`config.mk`:
```
export PLATFORM = sky130hd
export DESIGN_NAME = cla_pipe
export DESIGN_NICKNAME = d
export VERILOG_FILES = /design/src/rtl/cla_pipe.sv
export SDC_FILE = /design/constraint.sdc
export NUM_CORES = 1
export LEC_CHECK = 0
export BUFFER_PORTS_ARGS = -buffer_cell sky130_fd_sc_hd__clkbuf_2
export CAP_MARGIN = 20
export CORE_ASPECT_RATIO = 0.75
export CORE_MARGIN = 2
export CORE_UTILIZATION = 52
export CTS_CLUSTER_SIZE = 24
export DETAILED_ROUTE_END_ITERATION = 10
export GPL_TIMING_DRIVEN = 1
export PLACE_DENSITY = 0.78
export SYNTH_ARGS = -nofsm -noshare
export SYNTH_HDL_FRONTEND = slang
export SYNTH_SLANG_ARGS = --single-unit
```
`constraint.sdc`:
```
create_clock -name clk -period 2.31 [get_ports clk]
set_input_delay 0.3465 -clock clk [delete_from_list [all_inputs] [get_ports clk]]
set_output_delay 0.3465 -clock clk [all_outputs]
set_load 0.02 [all_outputs]
```
`src/rtl/cla_pipe.sv`:
```
// cla_pipe: pipelined carry-lookahead adder/subtractor.
// The operands are split into GROUP-bit lookahead groups and each group gets its own
// register stage. The carry ripples one group per stage, so a result leaves every clock
// at any width. Operand slices that have not been used yet travel down the pipe beside
// the finished sum bits, so all WIDTH sum bits come out together.
module cla_pipe #(
  parameter int WIDTH = 8,
  parameter int GROUP = 4
) (
  input  logic             clk,
  input  logic             rst,
  input  logic [WIDTH-1:0] a,
  input  logic [WIDTH-1:0] b,
  input  logic             cin,
  input  logic             sub,
  input  logic             in_valid,
  output logic             in_ready,
  output logic [WIDTH-1:0] s,
  output logic             cout,
  output logic             ovf,
  output logic             out_valid,
  input  logic             out_ready
);

  localparam int STAGES = WIDTH / GROUP;

  // The whole pipe moves together; it freezes only while a result waits at the output.
  logic w_adv;

  // Full lookahead across one group: each carry is a flat sum of products from the
  // group carry-in, with no ripple between bits. Returns {carry_out, sum}.
  function automatic logic [GROUP:0] claGroup(input logic [GROUP-1:0] x,
                                               input logic [GROUP-1:0] y,
                                               input logic             c0);
    logic [GROUP-1:0] p;
    logic [GROUP-1:0] g;
    logic [GROUP:0]   c;
    logic             t;
    p    = x ^ y;
    g    = x & y;
    c    = '0;
    c[0] = c0;
    for (int i = 0; i < GROUP; i++) begin
      t = c0;
      for (int j = 0; j <= i; j++) t = t & p[j];
      c[i+1] = t;
      for (int j = 0; j <= i; j++) begin
        t = g[j];
        for (int m = j + 1; m <= i; m++) t = t & p[m];
        c[i+1] = c[i+1] | t;
      end
    end
    return {c[GROUP], p ^ c[GROUP-1:0]};
  endfunction

  for (genvar k = 0; k < STAGES; k++) begin : g_stage
    localparam int LO = k * GROUP;
    localparam int HI = LO + GROUP;

    logic [WIDTH-LO-1:0] w_aIn;
    logic [WIDTH-LO-1:0] w_bIn;
    logic                w_sub;
    logic                w_c0;
    logic                w_vin;
    logic [GROUP-1:0]    w_bx;
    logic [GROUP:0]      w_res;
    logic [HI-1:0]       w_sumNext;

    logic [HI-1:0]       r_sum;
    logic                r_carry;
    logic                r_valid;

    if (k == 0) begin : g_first
      assign w_aIn     = a;
      assign w_bIn     = b;
      assign w_sub     = sub;
      assign w_c0      = sub ? 1'b1 : cin;
      assign w_vin     = in_valid;
      assign w_sumNext = w_res[GROUP-1:0];
    end else begin : g_next
      assign w_aIn     = g_stage[k-1].g_ops.r_a;
      assign w_bIn     = g_stage[k-1].g_ops.r_b;
      assign w_sub     = g_stage[k-1].g_ops.r_sub;
      assign w_c0      = g_stage[k-1].r_carry;
      assign w_vin     = g_stage[k-1].r_valid;
      assign w_sumNext = {w_res[GROUP-1:0], g_stage[k-1].r_sum};
    end

    assign w_bx  = w_bIn[GROUP-1:0] ^ {GROUP{w_sub}};
    assign w_res = claGroup(w_aIn[GROUP-1:0], w_bx, w_c0);

    // Stage register: sum bits resolved so far, this group's carry-out, and valid.
    always_ff @(posedge clk) begin
      if (rst) begin
        r_sum   <= '0;
        r_carry <= 1'b0;
        r_valid <= 1'b0;
      end else if (w_adv) begin
        r_sum   <= w_sumNext;
        r_carry <= w_res[GROUP];
        r_valid <= w_vin;
      end
    end

    if (k < STAGES - 1) begin : g_ops
      logic [WIDTH-HI-1:0] r_a;
      logic [WIDTH-HI-1:0] r_b;
      logic                r_sub;

      // Carry the still-unused upper operand slices and the op select to the next stage.
      always_ff @(posedge clk) begin
        if (rst) begin
          r_a   <= '0;
          r_b   <= '0;
          r_sub <= 1'b0;
        end else if (w_adv) begin
          r_a   <= w_aIn[WIDTH-LO-1:GROUP];
          r_b   <= w_bIn[WIDTH-LO-1:GROUP];
          r_sub <= w_sub;
        end
      end
    end

    if (k == STAGES - 1) begin : g_last
      logic r_ovf;

      // Signed overflow: carry into the MSB (sum ^ a ^ b at that bit) differs from carry out.
      always_ff @(posedge clk) begin
        if (rst) begin
          r_ovf <= 1'b0;
        end else if (w_adv) begin
          r_ovf <= w_res[GROUP-1] ^ w_aIn[GROUP-1] ^ w_bx[GROUP-1] ^ w_res[GROUP];
        end
      end
    end
  end

  assign out_valid = g_stage[STAGES-1].r_valid;
  assign s         = g_stage[STAGES-1].r_sum;
  assign cout      = g_stage[STAGES-1].r_carry;
  assign ovf       = g_stage[STAGES-1].g_last.r_ovf;
  assign w_adv     = !(out_valid && !out_ready);
  assign in_ready  = w_adv;

endmodule

```
# Yosys cells after proc, flatten, opt, wreduce, memory -nomap -nowiden
# Index checks and enable logic that the tools add are counted.
[op_classes]
n_reduce_logical = 3
bitwise_logic = 51
muxes = 1
[op_table]
columns = ["cell", "n"]
rows = [
  ["4-bit bitwise XOR", 6],
  ["1-bit AND", 20],
  ["1-bit bitwise OR", 20],
  ["4-bit AND", 2],
  ["1-bit bitwise XOR", 3],
  ["1-bit zero test", 2],
  ["1-bit logical AND", 1],
  ["1-bit two-way mux", 1],
]
[word_totals]
regBits = 26
output_inout_bits = 12
in_bits = 22
elab_cells = 65

# Depth between registers and ports, before layout
[logic_depth]
word_depth = 12
mapped_depth = 8
ltp_nobuf = 7

# Worst setup path before layout
# OpenSTA, ideal clock, no wires.
[synth_timing]
kind = "input port to flip-flop"
start = "input port sub"
end = "register g_stage[0].r_sum[3]"
path_buffers = 1
arrival_time_ns = 1.972
setup_ns = 0.062
path_stages = 8
setup_slack_ns = 0.276
t_required_ns = 2.248
path_cell_list = "clkbuf_1 -> xor2_1 -> ha_1 -> ha_1 -> o21a_1 -> o21a_1 -> or3_1 -> nand3_1"
[synth_via]
elab_chain_len = 9
elab_cells_between_ends = 14
cone_classes = "mux (1); bitwise (13)"
[synth_rtl]
columns = ["item", "line_no", "rtl"]
rows = [
  ["start, declared", "15", "input logic sub,"],
  ["4-bit bitwise XOR", "89", "assign w_bx = w_bIn[GROUP-1:0] ^ {GROUP{w_sub}};"],
  ["4-bit bitwise XOR", "39", "p = x ^ y;"],
  ["1-bit AND (3 in a row)", "45", "for (int j = 0; j <= i; j++) t = t & p[j];"],
  ["1-bit bitwise OR (3 in a row)", "50", "c[i+1] = c[i+1] | t;"],
  ["4-bit bitwise XOR *", "53", "return {c[GROUP], p ^ c[GROUP-1:0]};"],
  ["end signal, assigned", "99", "r_sum <= w_sumNext;"],
  ["end, declared", "69", "logic [HI-1:0] r_sum;"],
]
# Every way passes the cells marked *; elsewhere a longest branch is shown, timed or not.
# A chain may end at the register's enable or synchronous reset.

# Final worst setup path
[layout_timing]
start = "register g_stage[0].g_ops.r_b[0]"
end = "register g_stage[1].r_sum[6], in the netlist s[6]"
[layout_via]
elab_chain_len = 7
elab_cells_between_ends = 9
cone_classes = "bitwise (9)"
[layout_rtl]
columns = ["item", "line_no", "rtl"]
rows = [
  ["start, declared", "107", "logic [WIDTH-HI-1:0] r_b;"],
  ["start signal, assigned", "118", "r_b <= w_bIn[WIDTH-LO-1:GROUP];"],
  ["4-bit bitwise XOR *", "89", ""],
  ["4-bit bitwise XOR", "39", ""],
  ["1-bit AND (2 in a row)", "45", ""],
  ["1-bit bitwise OR * (2 in a row)", "50", ""],
  ["4-bit bitwise XOR *", "53", ""],
  ["end signal, assigned", "99", ""],
  ["end, declared", "69", ""],
]
# Marked as above.

==> flow_metrics.tcl <==
set metrics [dict create \
    final_cell_mix "nand2_1, clkbuf_2, dfxtp_1" \
    yosys_warnings 0 \
    rsz0062_at_grt "no" \
    yosys_register_bits 26 \
    yosysUniqueCellTypes 37 \
    outcome "completed" \
    cts_buffers 3 \
    place_congestion 0.8504 \
    ant_nets 0 \
    clock_sinks 26 \
    grt.overflow.total 0 \
    fmax_mhz 487.8 \
    use_met3_pct 6.164 \
    initial_core_util_pct 54.82 \
    syn_inst 172 \
    power_density_nw_per_um2 669.9 \
    yosysTopAreaCell "dfxtp_1" \
    post-route-min-period_ps 2050 \
    synth_area_leaders "dfxtp_1, nand2_1, ha_1, a21oi_1, xor2_1" \
    path_class "flip-flop to flip-flop" \
    clkLatencyLatePin_ps 270 \
    clockBufferDepth 2 \
    fp.dieArea_um2 3206 \
    vias 1288 \
    post-route-util_pct 64.17 \
    tritoncts "done" \
    antenna_found_initial 0 \
    synth_top_area_share_pct 36.21 \
    wl_mm 3.095 \
    drc_errors 0 \
    fp.dieW_um 64.72 \
    dr.pass1.iters 4 \
    cp_data_required_time_ps 2510 \
    grt_start_max_net_pins 29 \
    rows 16 \
    worst_hold_path_type "primary input to flip-flop" \
    drt_iter0_markers 89 \
    cts_resized 0 \
    ys_seq_area_share_pct 36.21 \
    setup-violations-final 0 \
    syn_nets 206 \
    cts_setup_buffers 0 \
    htreeDepth 1 \
    via_per_inst 5.412 \
    cp.arrival_ps 2250 \
    drive_gt1_share_pct 22.77 \
    grt_pass1_wl_mm 5.333 \
    die_h_um 49.54 \
    clk_pin_slew_ps 90 \
    worst_slew_pin_slew_ps 570.8 \
    diodes 0 \
    wl_per_cell_um 13.00 \
    grt_pass1_vias 1195 \
    clock_skew_ps 5.166 \
    drv_cap 0 \
    cp-start-kind "flip-flop" \
    grt_util_all_layers_pct 21.57 \
    hold_viol 0 \
    vdd_ir_drop_max_v 0.0004119 \
    top_usage_layer "met2" \
    clk_root_buffer_cell "clkbuf_8" \
    holdBufCountCts 0 \
    relSlewSlack_pct 61.94 \
    slew_viol_final 0 \
    fin_tns_setup_ps 0 \
    use_met2_pct 36.77 \
    period_share_pct 88.75 \
    ioPinCount 34 \
    power.leakage_nw 0.7971 \
    async_flop_share_pct 0 \
    syn_to_final_growth_pct 17.06 \
    nets 237 \
    coreArea_um2 2623 \
    avgSynthCellArea_um2 8.358 \
    synth_edf_count 0 \
    io_buffers 33 \
    layout_commonest_cell "nand2_1" \
    gr-usage-met1_pct 26.92 \
    synthesis.area_um2 1438 \
    fin_ws_ps 259.9 \
    endpoint_kind "flip-flop" \
    synth_ff_type "dfxtp_1" \
    place_ws_ps 230.9 \
    dp_hpwl_mm 2.295 \
    crit_fanout 3 \
]
[power by group]
group	leakage, nW	switching, W	total, W	internal [W]
clock network	0.0288	0.000141	0.000294	0.000153
logic	0.553	0.000172	0.000306	0.000135
registers	0.216	0.0000303	0.000527	0.000497
[layout make-up]
type                       instances  area (µm²)
fill                             239       939.7
multi-input combinational        127       837.1
sequential                        26       520.5
timing repair buffer              37       195.2
clock buffer                       4       55.05
tap                               36       45.04
inverter                           8       30.03
[worst paths after layout]
path	slack, ps	end	cells after the start	startpoint
min reg2reg	460	g_stage[0].r_valid$_SDFFE_PP0N_	2	g_stage[0].r_valid$_SDFFE_PP0N_
max reg2reg	260	s[6]$_SDFFE_PP0N_	7	g_stage[0].g_ops.r_b[0]$_SDFFE_PP0N_
max	260	s[6]$_SDFFE_PP0N_	7	g_stage[0].g_ops.r_b[0]$_SDFFE_PP0N_
min	290	g_stage[0].g_ops.r_a[3]$_SDFFE_PP0N_	3	a[7]
[flip-flops by register name (all words and copies together), names as in the netlist, 4 cells and up]
name and flops:
s 8, g_stage.g_ops.r_a 4, g_stage.g_ops.r_b 4, g_stage.r_sum 4
[worst max-delay path, stage by stage (launching register included)]
cell	delay, ps
dfxtp_1	360
xor2_1	210
ha_1	270
ha_1	210
o21a_1	180
o21ai_0	120
or3b_2	450
a21oi_1	160
[through the flow]
step	instances	power (W)	hold slack, ps	instance area, µm²
after floorplan	172	0.0007542	432.1	1438
after global placement	234	0.0008269	440.4	1628
after detailed placement	234	0.0008406	445.8	1628
after CTS	238	0.001135	284.6	1683
after global routing	238	0.001197	293.1	1683
final	238	0.001127	289.2	1683
[cells in the mapped netlist, drive strengths merged, types with 2 or more instances]
library cell,count
or3,3
a211oi,2
nand2,36
xor2,8
a21oi,20
dfxtp,26
o31ai,2
nor3,4
o2111ai,2
a311oi,2
nand3,3
inv,8
ha,10
fa,2
o21ai,4
nor2,7
clkbuf,8
xnor2,3
nand3b,2
nor2b,3
o21a,3
buf,3
[cell families after synthesis]
family | count (synthesis) | share of synthesized area (%)
xor+xnor | 12 | 8.442
buf+inv | 19 | 5.570
fa+ha+maj | 12 | 11.49
flops | 26 | 36.21
simple gates | 62 | 19.67
compound gates | 41 | 18.63
[metal layers]
| layer | part of all wire, % | vias to the layer above |
|---|---|---|
| li1 | - | 645 |
| met1 | 47 | 605 |
| met2 | 49 | 36 |
| met3 | 4.3 | 2 |
| met4 | 0.42 | 0 |
| met5 | 0 | - |
(Power assumes the default switching activity.)
